<file path="config.mk">
export PLATFORM = sky130hd
export DESIGN_NAME = fpga_row_cfg_loader
export DESIGN_NICKNAME = d
export VERILOG_FILES = /design/src/rtl/fpga_row_cfg_loader_pkg.sv /design/src/rtl/fpga_row_cfg_loader.sv
export SDC_FILE = /design/constraint.sdc
export NUM_CORES = 2
export LEC_CHECK = 0
export CAP_MARGIN = 20
export CORE_MARGIN = 2
export CORE_UTILIZATION = 52
export CTS_CLUSTER_DIAMETER = 150
export CTS_CLUSTER_SIZE = 14
export DETAILED_ROUTE_END_ITERATION = 6
export PLACE_DENSITY = 0.83
export SYNTH_ARGS = -nofsm -noshare
export SYNTH_HDL_FRONTEND = slang
export SYNTH_SLANG_ARGS = --single-unit
</file>
<file path="constraint.sdc">
create_clock -name clk -period 6.1 [get_ports clk]
set_clock_uncertainty 0.2 [all_clocks]
set_input_delay 0.915 -clock clk [delete_from_list [all_inputs] [get_ports clk]]
set_output_delay 0.915 -clock clk [all_outputs]
set_load 0.01 [all_outputs]
</file>
<file path="src/rtl/fpga_row_cfg_loader_pkg.sv">
// Shared definitions for the row configuration loader: sync byte, derived widths
// and FSM encoding, reused by the array-level loader.
package fpga_row_cfg_loader_pkg;

    localparam logic [7:0] SYNC = 8'hA5;

    typedef enum logic [1:0] {
        IDLE   = 2'd0,
        LOAD   = 2'd1,
        CHECK  = 2'd2,
        COMMIT = 2'd3
    } cfg_state_e;

    function automatic int unsigned brb_w(input int unsigned fw, input int unsigned ww);
        return fw * ww * 12;
    endfunction

    function automatic int unsigned bsb_w(input int unsigned fw, input int unsigned ww);
        return (fw - 1) * ww * ww * 12;
    endfunction

    function automatic int unsigned lb_w(input int unsigned fw);
        return (fw - 1) * 5;
    endfunction

    function automatic int unsigned cfg_w(input int unsigned fw, input int unsigned ww);
        return brb_w(fw, ww) + bsb_w(fw, ww) + lb_w(fw);
    endfunction

    function automatic int unsigned nb(input int unsigned fw, input int unsigned ww);
        return (cfg_w(fw, ww) + 7) / 8;
    endfunction

endpackage

</file>
<file path="src/rtl/fpga_row_cfg_loader.sv">
// Loads one FPGA row's routing/logic configuration from a byte stream framed as
// sync, payload, XOR checksum; active selects update only on a verified frame.
module fpga_row_cfg_loader
    import fpga_row_cfg_loader_pkg::*;
#(
    parameter int unsigned wire_width = 3,
    parameter int unsigned fpga_width = 5
) (
    input  logic                                           clk,
    input  logic                                           rst_n,
    input  logic                                           cfg_valid,
    input  logic [7:0]                                     cfg_data,
    output logic                                           cfg_ready,
    output logic [brb_w(fpga_width, wire_width)-1:0]       brbselect,
    output logic [bsb_w(fpga_width, wire_width)-1:0]       bsbselect,
    output logic [lb_w(fpga_width)-1:0]                    lbselect,
    output logic                                           cfg_loaded,
    output logic                                           cfg_done,
    output logic                                           cfg_error
);

    localparam int unsigned BRB_W = brb_w(fpga_width, wire_width);
    localparam int unsigned BSB_W = bsb_w(fpga_width, wire_width);
    localparam int unsigned LB_W  = lb_w(fpga_width);
    localparam int unsigned NB    = nb(fpga_width, wire_width);
    localparam int unsigned SH_W  = NB * 8;
    localparam int unsigned CNT_W = $clog2(NB + 1);

    cfg_state_e        state;
    cfg_state_e        state_d;
    logic [SH_W-1:0]   shadow;
    logic [CNT_W-1:0]  cnt;
    logic [7:0]        csum;
    logic              accept;
    logic              sync_hit;
    logic              load_hit;
    logic              err_hit;

    // Next-state and datapath strobes
    always_comb begin
        state_d  = state;
        accept   = cfg_valid && cfg_ready;
        sync_hit = 1'b0;
        load_hit = 1'b0;
        err_hit  = 1'b0;
        case (state)
            IDLE: begin
                if (accept && (cfg_data == SYNC)) begin
                    sync_hit = 1'b1;
                    state_d  = LOAD;
                end
            end
            LOAD: begin
                if (accept) begin
                    load_hit = 1'b1;
                    if (cnt == CNT_W'(NB - 1)) begin
                        state_d = CHECK;
                    end
                end
            end
            CHECK: begin
                if (accept) begin
                    if (cfg_data == csum) begin
                        state_d = COMMIT;
                    end else begin
                        err_hit = 1'b1;
                        state_d = IDLE;
                    end
                end
            end
            COMMIT: begin
                state_d = IDLE;
            end
            default: begin
                state_d = IDLE;
            end
        endcase
    end

    always_ff @(posedge clk) begin
        if (!rst_n) begin
            state <= IDLE;
        end else begin
            state <= state_d;
        end
    end

    // Shadow capture, running checksum, and the commit into the active selects
    always_ff @(posedge clk) begin
        if (!rst_n) begin
            cnt        <= '0;
            csum       <= '0;
            shadow     <= '0;
            brbselect  <= '0;
            bsbselect  <= '0;
            lbselect   <= '0;
            cfg_ready  <= 1'b0;
            cfg_loaded <= 1'b0;
            cfg_done   <= 1'b0;
            cfg_error  <= 1'b0;
        end else begin
            cfg_ready <= (state_d != COMMIT);
            cfg_done  <= (state == COMMIT);
            cfg_error <= err_hit;
            if (sync_hit) begin
                cnt  <= '0;
                csum <= '0;
            end
            if (load_hit) begin
                shadow[{cnt, 3'b000} +: 8] <= cfg_data;
                csum                       <= csum ^ cfg_data;
                cnt                        <= cnt + CNT_W'(1);
            end
            if (state == COMMIT) begin
                brbselect  <= shadow[BRB_W-1:0];
                bsbselect  <= shadow[BRB_W +: BSB_W];
                lbselect   <= shadow[BRB_W + BSB_W +: LB_W];
                cfg_loaded <= 1'b1;
            end
        end
    end

endmodule

</file>
Word level (Yosys, flattened, before mapping). Index checks and enable logic that the tools add are counted.

Add/subtract/negate cells: 2. Equality and inequality tests: 7. Shifts and indexed selects: 2. Multiplexer cells: 16. Bitwise operators: 1. Reductions and logical operators: 5.

Operators with widths (count): bitwise mux 632 bit (1); variable shift 8 x 12 -> 632 bit (first input constant) (1); variable part select 8 x 12 -> 632 bit (1); two-way mux 8 bit (2); two-way mux 7 bit (2); negation 10 -> 12 bit (1); two-way mux 2 bit (5); equality test 8 bit (1); equality test 8 bit (second input constant) (1); one-hot mux 2 bit (4 select lines) (1); XOR 8 bit (1); adder 7 x 1 -> 7 bit (second input constant) (1); equality test 7 bit (second input constant) (1); two-way mux 1 bit (5); equality test 2 bit (second input constant) (2); AND reduction 3 bit (1); equality test 2 x 1 -> 1 bit (second input constant) (1); logical AND 1 bit (2); logical NOT 2 bit (1); != test 2 bit (second input constant) (1); nonzero test 2 bit (1).

Register bits after elaboration: 1285. Bits of input ports: 11. Output and inout port bits: 636. Logic and storage cells: 44.

Logic depth before layout (Yosys ltp).
Word-level depth: 6. Mapped depth: 12. Depth with buffers taken out: 7.

Least setup slack after synthesis. No wires, ideal clock.

Path kind: in2reg. From: in cfg_valid. To: reg shadow[47]. Setup time: 0.073 ns. Data arrival time: 2.540 ns. Required time: 5.827 ns. Path slack: 3.287 ns. Cell stages on the path: 7. Buffers on the path: 3. Cells stage by stage: and4b_1 clkbuf_1 buf_4 nand2_1 buf_4 nor3_2 mux2i_1.

Cells in the longest elaborated chain, start to end: 3.

Ends and longest elaborated chain: from (decl) (line fpga_row_cfg_loader.sv:11) `input logic cfg_valid,`; logical AND 1 bit (line fpga_row_cfg_loader.sv:42) `accept = cfg_valid && cfg_ready;`; two-way mux 1 bit (line fpga_row_cfg_loader.sv:54) `if (accept) begin`; two-way mux 1 bit (line fpga_row_cfg_loader.sv:46) `case (state)`; to (signal, indexed assignment) (line fpga_row_cfg_loader.sv:110) `shadow[{cnt, 3'b000} +: 8] <= cfg_data;`; to (decl) (line fpga_row_cfg_loader.sv:31) `logic [SH_W-1:0] shadow;`.

Every way passes these cells. A chain may end at the register's enable or synchronous reset.

Worst setup path after layout.
From: reg cnt[0]. To: reg shadow[12].

Cells in the longest elaborated chain, start to end: 3. Elaborated cells between the ends (all ways): 4. Those cells by class: add/sub (1); shift (2); mux (1).

Ends and longest elaborated chain: from (decl) (line fpga_row_cfg_loader.sv:32) `logic [CNT_W-1:0] cnt;`; from (signal assigned) (line fpga_row_cfg_loader.sv:112) `cnt <= cnt + CNT_W'(1);`; negation 10 -> 12 bit (*) (line fpga_row_cfg_loader.sv:110); variable part select 8 x 12 -> 632 bit / variable shift 8 x 12 -> 632 bit (equally long branches) (line fpga_row_cfg_loader.sv:110); bitwise mux 632 bit (*) (line fpga_row_cfg_loader.sv:110).

Every way passes the cells marked *; elsewhere a longest branch is shown, timed or not.

==> results.json <==
{
  "synth_top_area_share_pct": 55.38,
  "fillCellCount": 7105,
  "postSynthAreaPerCell_sq_um": 8.940,
  "crit_path_end_kind": "flip-flop",
  "wl_per_cell_microns": 21.60,
  "rr_startpoint": "cnt[0]$_SDFFE_PN0P_",
  "cts_buffers": 101,
  "clock_path_buffers": 3,
  "crit_required_ps": 6480,
  "synthArstFlopShare_pct": 0,
  "maxCapViolations": 0,
  "cp-start-kind": "flip-flop",
  "grt_max_degree": 250,
  "fp.dieW_microns": 302.9,
  "clk_pin_slew_ps": 70,
  "avgViaCountPerCell": 5.654,
  "crit_family": "simple AND/OR/NAND/NOR gates",
  "path_cells": "inv_1 > ha_1 > nor4b_1 > a211oi_1 > or3_1 > nand4_1 > mux2i_1",
  "crit_slowest_cell": "or3_1",
  "synth_flop_cell": "dfxtp_1",
  "max_slew.worst_pin.slew_ps": 1538,
  "syn_nets": 5213,
  "drive_gt1_share_pct": 4.431,
  "cts_sinks": 1285,
  "netlist_area_sq_um": 46450,
  "cp_num_buf_inv": 1,
  "dp_hpwl_microns": 95550,
  "portBuffers": 646,
  "synthDistinctLibCells": 63,
  "arrival_ps": 4690,
  "wl_microns": 146600,
  "start_util_pct": 52.48,
  "drt-initial-drc-count": 3837,
  "postCtsSetupBuffers": 0,
  "area_growth_pct": 20.68,
  "dieArea_sq_um": 91740,
  "ant_nets": 0,
  "hold_viol_final": 0,
  "antenna_found_initial": 3,
  "grt_pass1_vias": 36580,
  "cts_tree": "done",
  "slowest_delay_ps": 830,
  "seq_area_frac_synth_pct": 55.38,
  "rsz0062_at_grt": "false",
  "dieHeight_microns": 302.9,
  "crit_fanout": 15,
  "core_sq_um": 88510,
  "crit_start": "cnt[0]$_SDFFE_PN0P_",
  "hold_buffers": 0,
  "min-delay-start": "shadow[455]$_SDFFE_PN0P_",
  "grt_pass1_wl_microns": 216800,
  "dr.pass1.iters": 7,
  "status": "finished with violations",
  "crit_type": "reg -> reg",
  "routabilityCongestion": 0.8910,
  "cts.repair.resized": 0,
  "synth_edf_count": 0,
  "grt_use_total_pct": 30.69,
  "fmax_mhz": 232.2,
  "slew_violations": 48,
  "htree_num_levels": 3,
  "root_buffer": "clkbuf_16",
  "nNetsFinal": 5631,
  "ys_seq_elements": 1285,
  "via_count": 38370,
  "fin_hold_ws_ps": 238.1,
  "slew_headroom_pct": -2.564,
  "rows": 109,
  "netlist_instances": 5196,
  "ys_top_cells_by_area": "dfxtp_1 55%, nand2_1 15%, mux2i_1 13%",
  "period_needed_ps": 4306,
  "yosysWarnings": 0,
  "violations": "DRC, slew limit",
  "period_share_pct": 70.59,
  "p_leak_nw": 19.80,
  "hold_path.class": "reg -> reg",
  "pwr_density_cell_nw_per_um2": 259.5,
  "gr-total-overflow": 0,
  "num_io_pins": 647,
  "clk_latency_ps": 670,
  "final.setup.tns_ps": 0,
  "peakVddDrop_mv": 0.2375,
  "finalSetupViolations": 0,
  "route.detailed.drc": 70,
  "synth_area_leader_cell": "dfxtp_1"
}
[state kept, by name (all words and copies together) (netlist names)]
name / cells
cfg_done: 1
bsbselect: 432
brbselect: 180
cfg_ready: 1
shadow: 632
state: 2
cnt: 7
lbselect: 20
csum: 8
cfg_error: 1
cfg_loaded: 1
[worst paths after layout]
path	endpoint	slack [ps]	cells after the start
hold reg to reg	bsbselect[275]$_SDFFE_PN0P_	240	2
setup / recovery	shadow[12]$_SDFFE_PN0P_	1790	7
setup reg to reg	shadow[12]$_SDFFE_PN0P_	1790	7
hold / removal	bsbselect[275]$_SDFFE_PN0P_	240	2
[per-layer routing]
layer	GRT usage (%)	vias up	share of wire, %
li1	-	17820	-
met1	39.23	18530	40
met2	49.03	1653	46
met3	5.442	373	7.9
met4	17.52	2	5.8
met5	0	-	0.0089
[synth_stat cells (12+ instances only)]
library cell,instances
nand3_2,15
clkbuf_1,328
nand2_1,1909
nor2_1,35
nor3_4,28
buf_2,28
nand3_1,109
mux2i_1,626
o21ai_0,21
a21oi_1,646
dfxtp_1,1285
buf_4,12
[cell families after synthesis]
group / count (synthesis) / share of synthesized area, %
flip-flops: 1285 / 55.38
AND/OR/NAND/NOR: 2190 / 19.72
buffers and inverters: 384 / 3.324
multiplexers: 626 / 13.49
adder cells (fa/ha/maj): 6 / 0.1616
AO/OA/AOI/OAI: 692 / 7.682
XOR/XNOR: 13 / 0.2451
[report_power, final]
group	switching [mW]	internal (mW)	total (mW)
clock network	2.92	2.99	5.91
logic	0.229	0.0215	0.251
registers	0.000611	8.39	8.39
[stage by stage]
step           power [mW]  area [sq um]  worst slack (ps)  utilization (%)  cells
5_1_grt             14.92         56060              1566            63.33   6785
3_3_place_gp        8.822         53320              1844            60.24   6671
3_5_place_dp        8.823         53360              1733            60.28   6674
4_1_cts             14.61         56030              1849            63.31   6783
6_report            14.55         56060              1794            63.34   6787
2_1_floorplan       8.723         46450              3287                -   5196
[layout make-up]
| cell class | instances | area [sq um] | area share [%] |
|---|---|---|---|
| flip-flops and latches | 1285 | 25720 | 45.89 |
| multi-input cells | 3527 | 19280 | 34.40 |
| repair buffers | 691 | 6875 | 12.26 |
| clock buffers | 103 | 2577 | 4.598 |
| well taps | 1165 | 1458 | 2.600 |
| clock inverters | 6 | 100.1 | 0.1785 |
| inverters | 8 | 37.54 | 0.06696 |
| diodes | 2 | 5.005 | 0.008927 |
[layout by cell type (no fill, tap or decap), types with 3 or more instances in the layout]
master	instances
buf_4	35
dfxtp_1	1285
nand3_1	109
nor2b_1	5
clkdlybuf4s50_1	637
buf_2	8
mux2i_1	626
a31oi_1	4
buf_8	3
nor3b_2	4
or3_1	7
o21ai_0	21
xor2_1	9
nor3_2	5
nor2_2	3
buf_12	7
xnor2_1	4
ha_1	6
nor4b_2	4
nand3_2	15
and2_1	6
inv_1	7
a21oi_1	644
and3_1	11
nor2_1	35
nand2_1	1901
nand3b_1	9
nand4_1	10
nor3_4	28
and4b_1	4
clkbuf_16	103
a211oi_4	3
nor3_1	3
nand2_2	8
[worst register-to-register path, delay by kind of cell (launching register included)]
| family | cells | cell delay, ps |
|---|---|---|
| muxes | 1 | 360 |
| DFF | 1 | 630 |
| adders and majority gates | 1 | 430 |
| and+or+nand+nor | 3 | 1850 |
| AOI/OAI and AO/OA | 1 | 500 |
| buffers and inverters | 1 | 280 |
Note: power is estimated with default switching activity, not from simulation.
